--- src/rtl/sort4_lt_engine.sv ---
// Four-word sequential sorter: odd-even transposition, one compare-swap pass per clock,
// result presented with a valid/ack handshake.
module sort4_lt_engine #(
    parameter int DATAWIDTH = 32
) (
    input  logic                 Clk,
    input  logic                 Rst,
    input  logic                 start,
    input  logic                 dir,
    input  logic [DATAWIDTH-1:0] a0,
    input  logic [DATAWIDTH-1:0] a1,
    input  logic [DATAWIDTH-1:0] a2,
    input  logic [DATAWIDTH-1:0] a3,
    input  logic                 ack,
    output logic [DATAWIDTH-1:0] s0,
    output logic [DATAWIDTH-1:0] s1,
    output logic [DATAWIDTH-1:0] s2,
    output logic [DATAWIDTH-1:0] s3,
    output logic                 out_valid,
    output logic                 busy
);

    // state | meaning
    // IDLE  | waiting for start, words may be loaded
    // SORT  | one compare-swap pass per clock, 4 passes
    // DONE  | result held, waiting for ack
    typedef enum logic [1:0] {
        IDLE = 2'd0,
        SORT = 2'd1,
        DONE = 2'd2
    } state_t;

    state_t               state;
    state_t               state_nxt;
    logic [DATAWIDTH-1:0] r0, r1, r2, r3;
    logic [DATAWIDTH-1:0] n0, n1, n2, n3;
    logic                 dir_q;
    logic [1:0]           pass_cnt;
    logic                 swap01, swap12, swap23;

    always_ff @(posedge Clk or negedge Rst) begin
        if (!Rst) begin
            state <= IDLE;
        end else begin
            state <= state_nxt;
        end
    end

    always_comb begin
        state_nxt = state;
        case (state)
            IDLE: if (start) state_nxt = SORT;
            SORT: if (pass_cnt == 2'd3) state_nxt = DONE;
            DONE: if (ack) state_nxt = IDLE;
            default: state_nxt = IDLE;
        endcase
    end

    always_comb begin
        out_valid = (state == DONE);
        busy      = (state != IDLE);
    end

    // Strict compares: equal words never swap.
    always_comb begin
        swap01 = dir_q ? (r1 > r0) : (r1 < r0);
        swap12 = dir_q ? (r2 > r1) : (r2 < r1);
        swap23 = dir_q ? (r3 > r2) : (r3 < r2);
    end

    always_comb begin
        n0 = r0;
        n1 = r1;
        n2 = r2;
        n3 = r3;
        if (!pass_cnt[0]) begin
            if (swap01) begin
                n0 = r1;
                n1 = r0;
            end
            if (swap23) begin
                n2 = r3;
                n3 = r2;
            end
        end else if (swap12) begin
            n1 = r2;
            n2 = r1;
        end
    end

    always_ff @(posedge Clk or negedge Rst) begin
        if (!Rst) begin
            r0       <= '0;
            r1       <= '0;
            r2       <= '0;
            r3       <= '0;
            dir_q    <= 1'b0;
            pass_cnt <= 2'd0;
        end else if (state == IDLE && start) begin
            r0       <= a0;
            r1       <= a1;
            r2       <= a2;
            r3       <= a3;
            dir_q    <= dir;
            pass_cnt <= 2'd0;
        end else if (state == SORT) begin
            r0       <= n0;
            r1       <= n1;
            r2       <= n2;
            r3       <= n3;
            pass_cnt <= pass_cnt + 2'd1;
        end
    end

    always_comb begin
        s0 = r0;
        s1 = r1;
        s2 = r2;
        s3 = r3;
    end

endmodule

--- config.mk ---
export PLATFORM = sky130hd
export DESIGN_NAME = sort4_lt_engine
export DESIGN_NICKNAME = d
export VERILOG_FILES = /design/src/rtl/sort4_lt_engine.sv
export SDC_FILE = /design/constraint.sdc
export NUM_CORES = 1
export LEC_CHECK = 0
export CORE_UTILIZATION = 45
export CTS_CLUSTER_SIZE = 14
export DETAILED_ROUTE_END_ITERATION = 8
export PLACE_DENSITY_LB_ADDON = 0.05
export SETUP_SLACK_MARGIN = 0.02
export SLEW_MARGIN = 20
export SYNTH_ARGS = -nofsm -noshare
export SYNTH_HDL_FRONTEND = slang
export SYNTH_SLANG_ARGS = --single-unit
--- constraint.sdc ---
create_clock -name Clk -period 7.2 [get_ports Clk]
set_input_delay 1.08 -clock Clk [delete_from_list [all_inputs] [get_ports Clk]]
set_output_delay 1.08 -clock Clk [all_outputs]
set_load 0.05 [all_outputs]
==> metrics.yaml <==
regArea_sq_um: 3330
initial_core_util_pct: 46.1
final_cells: 1534
row_count: 52
insertion_delay_ns: 0.43
maxCapViolations: 0
grt_overflow: 0
die_x_microns: 146
cts_tree: "done"
min_to: "pass_cnt[1]"
setup_tns_ns: 0
hp-class: "flop to flop"
r2r_start: "s1[30]"
tightest_slew_ns: 1.02
gp_congestion: 0.831
r2r_slack_ns: 3.51
drt_wl_total_microns: 28100
arrival_ns: 4.03
worstSetupStartpointType: "flop"
hp-start: "pass_cnt[1]"
syn_inst: 1015
min_path_cells: 2
die_y_microns: 146
clockBufferDepth: 2
final.min_clock_period_ns: 3.69
synthAdderAreaFrac_pct: 13.0
cts_root_buffer: "clkbuf_16"
fin_skew_ns: 0.00988
dieArea_sq_um: 21400
first_global_vias: 8145
multi_input_area_sq_um: 5340
reg2reg_to: "s0[18]"
num_antenna_cells: 0
synth-compound-area-share_pct: 13.1
synth_top_family_by_area: "multiplexers"
drc: 0
fmax_mhz: 271
synth.ff_latch_count: 133
drt-pass1-iter-count: 5
synth_warnings: 0
cts_sinks: 133
crit_fanout: 17
design_area_sq_um: 12700
postSynthAreaPerCell_sq_um: 9.21
grt_max_degree: 111
cp-end-kind: "flop"
vias_per_cell: 5.33
core-area_sq_um: 20300
slew_viol_final: 0
hold_violations: 0
cts_setup_buffers: 0
syn_area_sq_um: 9350
status: "complete, no violations"
synth-simple-area-share_pct: 9.92
worstPathRequired_ns: 7.54
clk_pin_slew_ns: 0.06
drt_iter0_markers: 432
synth.area.mux_share_pct: 21.0
cts_resized: 0
ant_nets: 0
htreeDepth: 4
cts_buffers: 17
critical_path_class: "flop to flop"
cts_hold_buf: 0
holdWs_ns: 0.540
ff2ff_path_depth: 8
setup_viol: 0
route.detailed.wl_per_inst_microns: 18.3
antenna_found_initial: 0
synth_cell_types: 41
io_pins: 263
grt_util_all_layers_pct: 26.7
syn_to_final_growth_pct: 35.8
finalCritPeriodShare_pct: 51.3
synth-xor-area-share_pct: 0
yosysSeqAreaShare_pct: 35.6
grt_pass1_wl_microns: 44800
nFillCells: 1783
hpwlAfterDp_microns: 20400
drive_above_1_share_pct: 6.01
dr_total_vias: 8180
synth_fp_nets: 1245
slew-limit-headroom_pct: 32.2
postPlaceCellArea_sq_um: 12100
layout.nets: 1481
rsz0062_at_grt: "no"
port_buffers: 262
dp_cells: 1502
==> sequential cells by signal, indices dropped and copies added, names as in the netlist <==
name / cells
pass_cnt: 2
s1: 32
s2: 32
s0: 32
dir_q: 1
state: 2
s3: 32
==> cells in the mapped netlist <==
master      n  share of area, %
nand4_1    19               1.3
nor2b_1     5              0.33
o31ai_1     1             0.080
a211o_1     1             0.094
a21bo_2     1              0.11
buf_6      10               1.2
nand3_1     9              0.48
inv_1     103               4.1
nor2_1    105               4.2
buf_8       3              0.48
a21oi_1   137               7.3
a22o_1      1             0.094
o211ai_1    5              0.40
or3_1       1             0.067
a31o_2      2              0.19
a211oi_1    5              0.40
and2_1      1             0.067
a22oi_1     1             0.080
mux2_2     27               3.3
o21ai_4     1              0.17
buf_1       6              0.24
a21boi_0    2              0.16
nand2_2     1             0.067
clkbuf_1   31               1.2
nor3_1      3              0.16
ha_1       97                13
nand2b_1    2              0.13
mux2_1      5              0.60
dfrtp_1   133                36
o21a_1      2              0.16
a2111o_1    1              0.12
o21ai_0    52               2.8
buf_4       1             0.080
nor4_2      2              0.27
a31oi_1     3              0.20
o211a_1     1              0.11
and4_1      1             0.094
nor4_1      4              0.27
a21o_1      8              0.64
nand2_1    62               2.5
mux2i_1   160                17
==> per-layer routing <==
layer	up-vias	global-route usage, %	part of all wire (%)	routed length, microns
li1	4018	-	-	-
met1	3890	38.4	49	13700
met2	252	41.7	45	12600
met3	20	4.66	5.1	1430
met4	0	6.41	1.1	319
met5	-	0	0	0
==> per-stage QoR <==
stage / utilization [%] / setup WS (ns)
2_1_floorplan: - / 4.22
3_3_place_gp: 59.4 / 3.49
3_5_place_dp: 59.4 / 3.46
4_1_cts: 62.6 / 3.45
5_1_grt: 62.6 / 3.20
6_report: 62.6 / 3.51
==> area by class of cell <==
class / instances / area share (%)
inverters: 103 / 3.04
clock inverters: 12 / 1.39
flip-flops and latches: 133 / 26.2
repair buffers: 268 / 21.0
well taps: 270 / 2.66
clock buffers: 20 / 3.60
multi-input cells: 728 / 42.1
==> cells in the final DEF (no fill, tap or decap), types with 5 or more instances in the layout <==
cell	count
o211ai_1	5
mux2i_1	160
mux2_1	5
nand4_1	19
inv_1	103
o21ai_0	52
nor2b_1	5
buf_4	6
nand2_1	62
clkbuf_16	17
clkdlybuf4s50_1	261
nor2_1	105
a21o_1	6
mux2_2	27
a211oi_1	5
nand3_1	9
dfrtp_1	132
ha_1	97
a21oi_1	137
==> critical path, cell delays in order, from the launching register on <==
cell	delay, ns
dfrtp_1	0.44
ha_1	0.34
nand4_1	0.22
nor4_1	0.74
a21oi_1	0.17
o21a_1	0.24
o21ai_4	0.71
buf_4	0.48
mux2i_1	0.24
==> cell families (layout without fill, tap and decap cells) <==
family                   after synthesis  in the layout
buffers and inverters                154            403
adder cells (fa/ha/maj)               97             97
multiplexers                         192            192
AND/OR/NAND/NOR                      215            215
AO/OA/AOI/OAI                        224            224
flip-flops                           133            133
==> worst max-delay path by stage <==
stage / cells after the start / slack (ns) / end / startpoint
2_1_floorplan: 10 / 4.22 / s0[0] / s0[14]
3_3_place_gp: 10 / 3.49 / s2[23] / s1[23]
3_5_place_dp: 11 / 3.46 / s1[28] / s1[23]
4_1_cts: 11 / 3.45 / s1[28] / s1[23]
5_1_grt: 11 / 3.20 / s1[28] / s1[23]
6_report: 8 / 3.51 / s0[18] / s1[30]
Power is left out: the tool's default activity adds up to more than one toggle a clock period on the data nets, which glitch-free logic cannot reach.
